==> config.mk <==
export PLATFORM = sky130hd
export DESIGN_NAME = program_loader
export DESIGN_NICKNAME = d
export VERILOG_FILES = /design/src/rtl/program_loader.sv
export SDC_FILE = /design/constraint.sdc
export NUM_CORES = 1
export LEC_CHECK = 0
export ABC_AREA = 1
export ABC_CLOCK_PERIOD_IN_PS = 1500
export BUFFER_PORTS_ARGS = -buffer_cell sky130_fd_sc_hd__clkbuf_2
export CAP_MARGIN = 40
export CORE_MARGIN = 10
export CORE_UTILIZATION = 40
export CTS_CLUSTER_SIZE = 24
export DETAILED_ROUTE_END_ITERATION = 10
export PLACE_DENSITY_LB_ADDON = 0.1
export SLEW_MARGIN = 20
export SYNTH_ARGS = -nofsm -noshare
export SYNTH_HDL_FRONTEND = slang
export SYNTH_SLANG_ARGS = --single-unit
export TNS_END_PERCENT = 30
==> constraint.sdc <==
create_clock -name i_clock -period 1.5 [get_ports i_clock]
set_input_delay 0.075 -clock i_clock [delete_from_list [all_inputs] [get_ports i_clock]]
set_output_delay 0.075 -clock i_clock [all_outputs]
set_load 0.005 [all_outputs]
==> src/rtl/program_loader.sv <==
`default_nettype none
// program_loader: assembles a UART byte stream into big-endian instruction words and writes them
// from address 0, holding the CPU in reset until the all-zero halt word is stored. Optional: PROGRAM_LOADER_TIMEOUT_EN.
module program_loader #(
    parameter int NB_ADDR   = 10,
    parameter int NB_DATA   = 32,
    parameter int NB_BYTE   = 8,
    parameter int ROM_DEPTH = 1024
`ifdef PROGRAM_LOADER_TIMEOUT_EN
    ,
    parameter int TIMEOUT_CYCLES = 100000
`endif
) (
    input  logic               i_clock,
    input  logic               i_reset,
    input  logic               i_start,
    input  logic               i_byte_valid,
    input  logic [NB_BYTE-1:0] i_byte,
    output logic               o_wr_en,
    output logic [NB_ADDR-1:0] o_wr_addr,
    output logic [NB_DATA-1:0] o_wr_data,
    output logic               o_cpu_reset,
    output logic               o_busy,
    output logic               o_done,
    output logic               o_error,
    output logic [NB_ADDR:0]   o_word_count
);

    localparam int BYTES_PER_WORD = NB_DATA / NB_BYTE;
    localparam int NB_IDX = (BYTES_PER_WORD > 1) ? $clog2(BYTES_PER_WORD) : 1;
    localparam logic [NB_IDX-1:0]  LAST_IDX  = NB_IDX'(BYTES_PER_WORD - 1);
    localparam logic [NB_ADDR-1:0] LAST_ADDR = NB_ADDR'(ROM_DEPTH - 1);

    typedef enum logic [1:0] {
        IDLE  = 2'd0,
        RECV  = 2'd1,
        DONE  = 2'd2,
        ERROR = 2'd3
    } state_t;

    state_t               state, state_next;
    logic [NB_IDX-1:0]    byte_idx, byte_idx_next;
    logic [NB_ADDR-1:0]   addr_cnt, addr_cnt_next;
    logic [NB_DATA-1:0]   asm_word, asm_next, word_full;
    logic                 wr_en_next;
    logic [NB_ADDR-1:0]   wr_addr_next;
    logic [NB_DATA-1:0]   wr_data_next;
    logic [NB_ADDR:0]     word_count_next;

`ifdef PROGRAM_LOADER_TIMEOUT_EN
    localparam int NB_TO = $clog2(TIMEOUT_CYCLES + 1);
    localparam logic [NB_TO-1:0] TO_LAST = NB_TO'(TIMEOUT_CYCLES - 1);
    logic [NB_TO-1:0] to_cnt, to_next;
`endif

    always_comb begin
        state_next      = state;
        byte_idx_next   = byte_idx;
        addr_cnt_next   = addr_cnt;
        asm_next        = asm_word;
        wr_en_next      = 1'b0;
        wr_addr_next    = o_wr_addr;
        wr_data_next    = o_wr_data;
        word_count_next = o_word_count;
        // Shift form keeps the expression legal even when a word is a single byte.
        word_full       = (asm_word << NB_BYTE) | NB_DATA'(i_byte);
`ifdef PROGRAM_LOADER_TIMEOUT_EN
        to_next         = to_cnt;
`endif
        case (state)
            RECV: begin
                if (i_byte_valid) begin
                    asm_next = word_full;
                    if (byte_idx == LAST_IDX) begin
                        byte_idx_next   = '0;
                        wr_en_next      = 1'b1;
                        wr_addr_next    = addr_cnt;
                        wr_data_next    = word_full;
                        addr_cnt_next   = addr_cnt + 1'b1;
                        word_count_next = o_word_count + 1'b1;
                        if (word_full == '0) begin
                            state_next = DONE;
                        end else if (addr_cnt == LAST_ADDR) begin
                            state_next = ERROR;
                        end
                    end else begin
                        byte_idx_next = byte_idx + 1'b1;
                    end
                end
`ifdef PROGRAM_LOADER_TIMEOUT_EN
                if (i_byte_valid) begin
                    to_next = '0;
                end else if (to_cnt == TO_LAST) begin
                    state_next = ERROR;
                end else begin
                    to_next = to_cnt + 1'b1;
                end
`endif
            end
            default: begin
                if (i_start) begin
                    state_next      = RECV;
                    byte_idx_next   = '0;
                    addr_cnt_next   = '0;
                    word_count_next = '0;
                    asm_next        = '0;
`ifdef PROGRAM_LOADER_TIMEOUT_EN
                    to_next         = '0;
`endif
                end
            end
        endcase
    end

    // Status flags are decoded from the next state so every output is a plain flop.
    always_ff @(posedge i_clock or negedge i_reset) begin
        if (!i_reset) begin
            state        <= IDLE;
            byte_idx     <= '0;
            addr_cnt     <= '0;
            asm_word     <= '0;
            o_wr_en      <= 1'b0;
            o_wr_addr    <= '0;
            o_wr_data    <= '0;
            o_word_count <= '0;
            o_cpu_reset  <= 1'b1;
            o_busy       <= 1'b0;
            o_done       <= 1'b0;
            o_error      <= 1'b0;
`ifdef PROGRAM_LOADER_TIMEOUT_EN
            to_cnt       <= '0;
`endif
        end else begin
            state        <= state_next;
            byte_idx     <= byte_idx_next;
            addr_cnt     <= addr_cnt_next;
            asm_word     <= asm_next;
            o_wr_en      <= wr_en_next;
            o_wr_addr    <= wr_addr_next;
            o_wr_data    <= wr_data_next;
            o_word_count <= word_count_next;
            o_cpu_reset  <= (state_next != DONE);
            o_busy       <= (state_next == RECV);
            o_done       <= (state_next == DONE);
            o_error      <= (state_next == ERROR);
`ifdef PROGRAM_LOADER_TIMEOUT_EN
            to_cnt       <= to_next;
`endif
        end
    end

endmodule
`default_nettype wire

== Word-level counts from Yosys, hierarchy flattened ==
Index checks and enable logic that the tools add are counted.

* $add $sub $neg: 3
* Bitwise operators: 1
* Eq/ne operators: 9
* Muxes and demuxes: 24
* Reduce and logical (&&, ||, !) cells: 5

{| class="wikitable"
|+ Operators with widths
! cell !! count
|-
| $mux 24 || 3
|-
| $mux 11 || 4
|-
| $mux 10 || 4
|-
| $logic_not 32->1 || 1
|-
| $or 32x8->32 || 1
|-
| $mux 2 || 10
|-
| $add 11x1->11 const B || 1
|-
| $add 10x1->10 const B || 1
|-
| $eq 10x10->1 const B || 1
|-
| $eq 2x2->1 const B || 3
|-
| $ne 2x2->1 const B || 3
|-
| $reduce_and 3->1 || 2
|-
| $eq 2x1->1 const B || 2
|-
| $mux 1 || 3
|-
| $add 2x1->2 const B || 1
|-
| $reduce_and 2->1 || 1
|-
| $reduce_bool 2->1 || 1
|}

* Logic and storage cells: 54
* Register bits: 96
* Output and inout port bits: 58
* Input bits: 12

== Longest topological paths before layout ==
* Depth in word-level cells: 7
* Depth in mapped cells: 10
* Mapped depth without buffers: 10

== Worst setup path after synthesis ==
No wires, ideal clock.

* Path type: register -> register
* Start point: reg byte_idx[0]
* End point: reg addr_cnt[7]
* Setup time: 0.127 ns
* Clock period less this slack: 1.418 ns
* Data arrival time: 1.292 ns
* Required time: 1.373 ns
* Stages on the path, launching flop included: 8
* Path slack: 0.082 ns
* Path buffers: 0
* Cell sequence: dfrtp_1 > ha_1 > nor2_1 > inv_2 > nand2_2 > nor2_2 > o21ai_0 > a21oi_1

* Word-level cells in the longest chain between the ends: 3

{| class="wikitable"
|+ Ends and longest elaborated chain
! what !! RTL line !! source
|-
| start, declared || 42 || <nowiki>logic [NB_IDX-1:0] byte_idx, byte_idx_next;</nowiki>
|-
| start signal, assigned || 135 || <nowiki>byte_idx <= byte_idx_next;</nowiki>
|-
| $eq 2x2->1 || 74 || <nowiki>if (byte_idx == LAST_IDX) begin</nowiki>
|-
| $ne 2x2->1 (no source line) || - ||
|-
| $reduce_and 3->1 (no source line) || - ||
|-
| end signal, assigned || 136 || <nowiki>addr_cnt <= addr_cnt_next;</nowiki>
|-
| end, declared || 43 || <nowiki>logic [NB_ADDR-1:0] addr_cnt, addr_cnt_next;</nowiki>
|}

No other way between the ends.
A chain may end at the register's enable or synchronous reset.

== Worst setup path in the final report ==
* Start point: reg state[1]
* End point: reg addr_cnt[5]

* Word-level cells in the longest chain between the ends: 3
* Elaborated cells on any way between the ends: 6
* Classes of those cells: eq/ne: 3; mux: 1; reduce/logical: 2

{| class="wikitable"
|+ Ends and longest elaborated chain
! what !! RTL line !! source
|-
| start, declared || 41 || <nowiki>state_t state, state_next;</nowiki>
|-
| start signal, assigned || 134 || <nowiki>state <= state_next;</nowiki>
|-
| $eq 2x1->1 * || 70 || <nowiki>case (state)</nowiki>
|-
| $ne 2x2->1 (no source line) / $reduce_bool 2->1 (equally long branches) || - ||
|-
| $reduce_and 3->1 (no source line) || - ||
|}

Mark *: on every way between the ends. The rest lies on a longest branch, timed or not.

==> results.sh <==
export IMPL_status="completed"
export IMPL_diodes=0
export IMPL_setup_violations=0
export IMPL_path_cells="inv_2 -> nand2_4 -> nand2_4 -> buf_6 -> a21oi_4 -> nand2_2 -> o21ai_2 -> nand2_1 -> nor2_1"
export IMPL_drc_errors=0
export IMPL_drive_gt1_share_pct=26.5
export IMPL_intPower_uw=5430
export IMPL_clockBufferDepth=2
export IMPL_crit_buf_inv=2
export IMPL_slowest_delay_ns=0.41
export IMPL_endpoint_kind="flop"
export IMPL_grt_usage_pct=13.9
export IMPL_fp_dieW_um=120
export IMPL_dr_wl_met2_um=4370
export IMPL_fin_area_um2=5140
export IMPL_layout_nets=569
export IMPL_crit_fanout=7
export IMPL_gp_congestion=0.780
export IMPL_power_share_clock_pct=23.2
export IMPL_cts_sinks=96
export IMPL_min_from="i_start"
export IMPL_power_leakage_uw=0.00263
export IMPL_port_buffers=69
export IMPL_dr_wl_met3_um=552
export IMPL_synth_ff_type="dfrtp_1"
export IMPL_max_cap_violations=0
export IMPL_placed_area_um2=4640
export IMPL_wire_per_inst_um=13.9
export IMPL_grt_pass1_wl_um=16200
export IMPL_dr_max_layer_used="met4"
export IMPL_core_rowCount=36
export IMPL_avgSynthCellArea_um2=8.86
export IMPL_critPathArrivalTime_ns=1.75
export IMPL_maxSlewViolCount=0
export IMPL_die_area_um2=14400
export IMPL_synth_cells=450
export IMPL_hold_class="in -> reg"
export IMPL_cellPowerDensity_nw_per_um2=1580
export IMPL_ys_seq_elements=96
export IMPL_grt_remaining_overflow=0
export IMPL_synth_seq_area_share_pct=60.3
export IMPL_ant_nets=0
export IMPL_max_freq_mhz=696
export IMPL_synthArstFlopShare_pct=100
export IMPL_worstPathRequired_ns=1.81
export IMPL_synth_area_um2=3990
export IMPL_dr_pass1_iters=4
export IMPL_via_per_inst=4.71
export IMPL_root_buffer="clkbuf_8"
export IMPL_startpoint_type="flop"
export IMPL_placed_cells=659
export IMPL_cts_tree="built"
export IMPL_rsz0062_at_grt="yes"
export IMPL_synth_distinct_cells=26
export IMPL_power_frac_seq_pct=46.4
export IMPL_dp_hpwl_um=6860
export IMPL_tightest_slew_ns=0.296
export IMPL_finClkSkew_ns=0.00866
export IMPL_fin_crit_ns=1.44
export IMPL_synth_area_top_cells="dfrtp_1 60%, nand2_1 12%, o21ai_0 4.4%"
export IMPL_r2r_start="state[1]"
export IMPL_grt_pass1_vias=3223
export IMPL_syn_to_final_growth_pct=28.9
export IMPL_drt_iter0_markers=174
export IMPL_synth_nets=465
export IMPL_die_h_um=120
export IMPL_power_share_combinational_pct=30.4
export IMPL_synth_edff_count=0
export IMPL_vias=3257
export IMPL_ys_top_cells_by_count="129 x nand2_1, 95 x dfrtp_1, 39 x nor2_1"
export IMPL_power_switching_uw=2680
export IMPL_htreeDepth=3
export IMPL_grt_max_degree=57
export IMPL_fin_cells=692
export IMPL_fin_crit_sh_pct=95.8
export IMPL_crit_start="state[1]"
export IMPL_yosys_area_top_type="dfrtp_1"
export IMPL_core_area_um2=9730
export IMPL_crit_type="reg -> reg"
export IMPL_swShare_pct=33.1
export IMPL_initial_core_util_pct=41.0
export IMPL_numCtsBuffers=9
export IMPL_critPathTopFamily="simple AND/OR/NAND/NOR gates"
export IMPL_yosysMostFrequentCell="nand2_1"
export IMPL_ios=70
export IMPL_ir_drop_mv=0.665
export IMPL_routedLengthMet1_um=4570
export IMPL_worst_hold_slack_ns=0.0921
export IMPL_crit_path_top_delay_cell="dfrtp_1"
export IMPL_crit_top_cell="nand2_4"
export IMPL_clk_latency_ns=0.37
export IMPL_drt_total_wl_um=9650
export IMPL_hold_violations=0
export IMPL_p_total_uw=8110
export IMPL_path_clk_slew_ns=0.09
export IMPL_antenna_found_initial=0
export IMPL_slew_headroom_pct=80.3
export IMPL_yosysTopAreaCellShare_pct=59.6
export IMPL_yosys_warnings=0
[stage by stage]
step                       TNS, ns  utilization (%)  setup slack [ns]
final                            0             52.8            0.0631
after global routing        -0.192             52.8           -0.0509
after CTS                        0             51.0            0.0134
after detailed placement    -0.106             47.7           -0.0411
after global placement    -0.00742             47.7          -0.00742
after floorplan                  0                -            0.0816
[repair_timing]
| action | in CTS | in global routing |
|---|---|---|
| gates resized for setup | 2 | 28 |
| endpoints found under the hold margin | 112 | 0 |
| hold buffers | 10 | 0 |
| pin swaps | 1 | 9 |
| setup buffers | 0 | 6 |
| setup endpoints to repair | 6 | 64 |
| gates cloned | 0 | 1 |
[cells by family after synthesis]
| group | share of synthesized area (%) |
|---|---|
| simple gates | 22.3 |
| xor+xnor | 0.440 |
| flops | 60.3 |
| fa+ha+maj | 0.942 |
| compound gates | 10.5 |
| buf+inv | 5.52 |
[layout by cell type, fill, tap and decap left out, types with 3 or more instances in the layout]
cell and instances:
nor2_1 33, nand4_1 3, o21ai_0 35, clkbuf_2 68
dlygate4sd3_1 10, buf_12 3, nor2_2 6, nand2_4 4
nor2_4 5, o21ai_1 24, nand2_1 125, inv_1 34
clkbuf_8 10, dfrtp_1 94, buf_4 25, nand2_2 4
nor3_1 3, o21bai_1 3, clkinv_2 3, inv_2 4
nand3_1 30, a21oi_1 9
[power groups by stage]
stage / combinational [uW] / sequential, uW / clock, uW
2_1_floorplan: 1130 / 3820 / 0
3_3_place_gp: 2300 / 3790 / 0
3_5_place_dp: 2340 / 3810 / 0
4_1_cts: 2370 / 3760 / 1940
5_1_grt: 2850 / 3870 / 2060
6_report: 2470 / 3760 / 1880
[worst register-to-register path: cells and delay by family (launching register included)]
kind | cells | cell delay [ns]
AND/OR/NAND/NOR | 5 | 0.42
flip-flops | 1 | 0.41
AO/OA/AOI/OAI | 2 | 0.37
buffers and inverters | 2 | 0.19
[routing by layer]
metal	vias to the layer above	GRT usage, %
li1	1657	-
met1	1523	18.4
met2	65	20.5
met3	12	4.41
met4	0	6.18
met5	-	0
[area by class of cell]
cell class,instances,area (um^2)
Fill cell,917,4590
Inverter,39,149
Timing Repair Buffer,109,736
Clock buffer,10,138
Sequential cell,96,2400
Clock inverter,6,82.6
Multi-Input combinational cell,299,1460
Tap cell,133,166
[registers in the layout, summed over array words and instances (netlist names), 2 cells and up]
signal,count
asm_word,24
addr_cnt,10
o_wr_addr,10
o_word_count,11
byte_idx,2
state,2
o_wr_data,32
[worst paths after layout]
kind	end	slack [ns]	cells after the start
max	addr_cnt[5]	0.06	9
max reg2reg	addr_cnt[5]	0.06	9
min in group asynchronous	o_wr_data[16]	0.12	2
min	state[0]	0.09	3
max in group asynchronous	o_cpu_reset	0.74	3
min reg2reg	o_wr_addr[6]	0.47	2
Power figures use the tool's default switching activity.
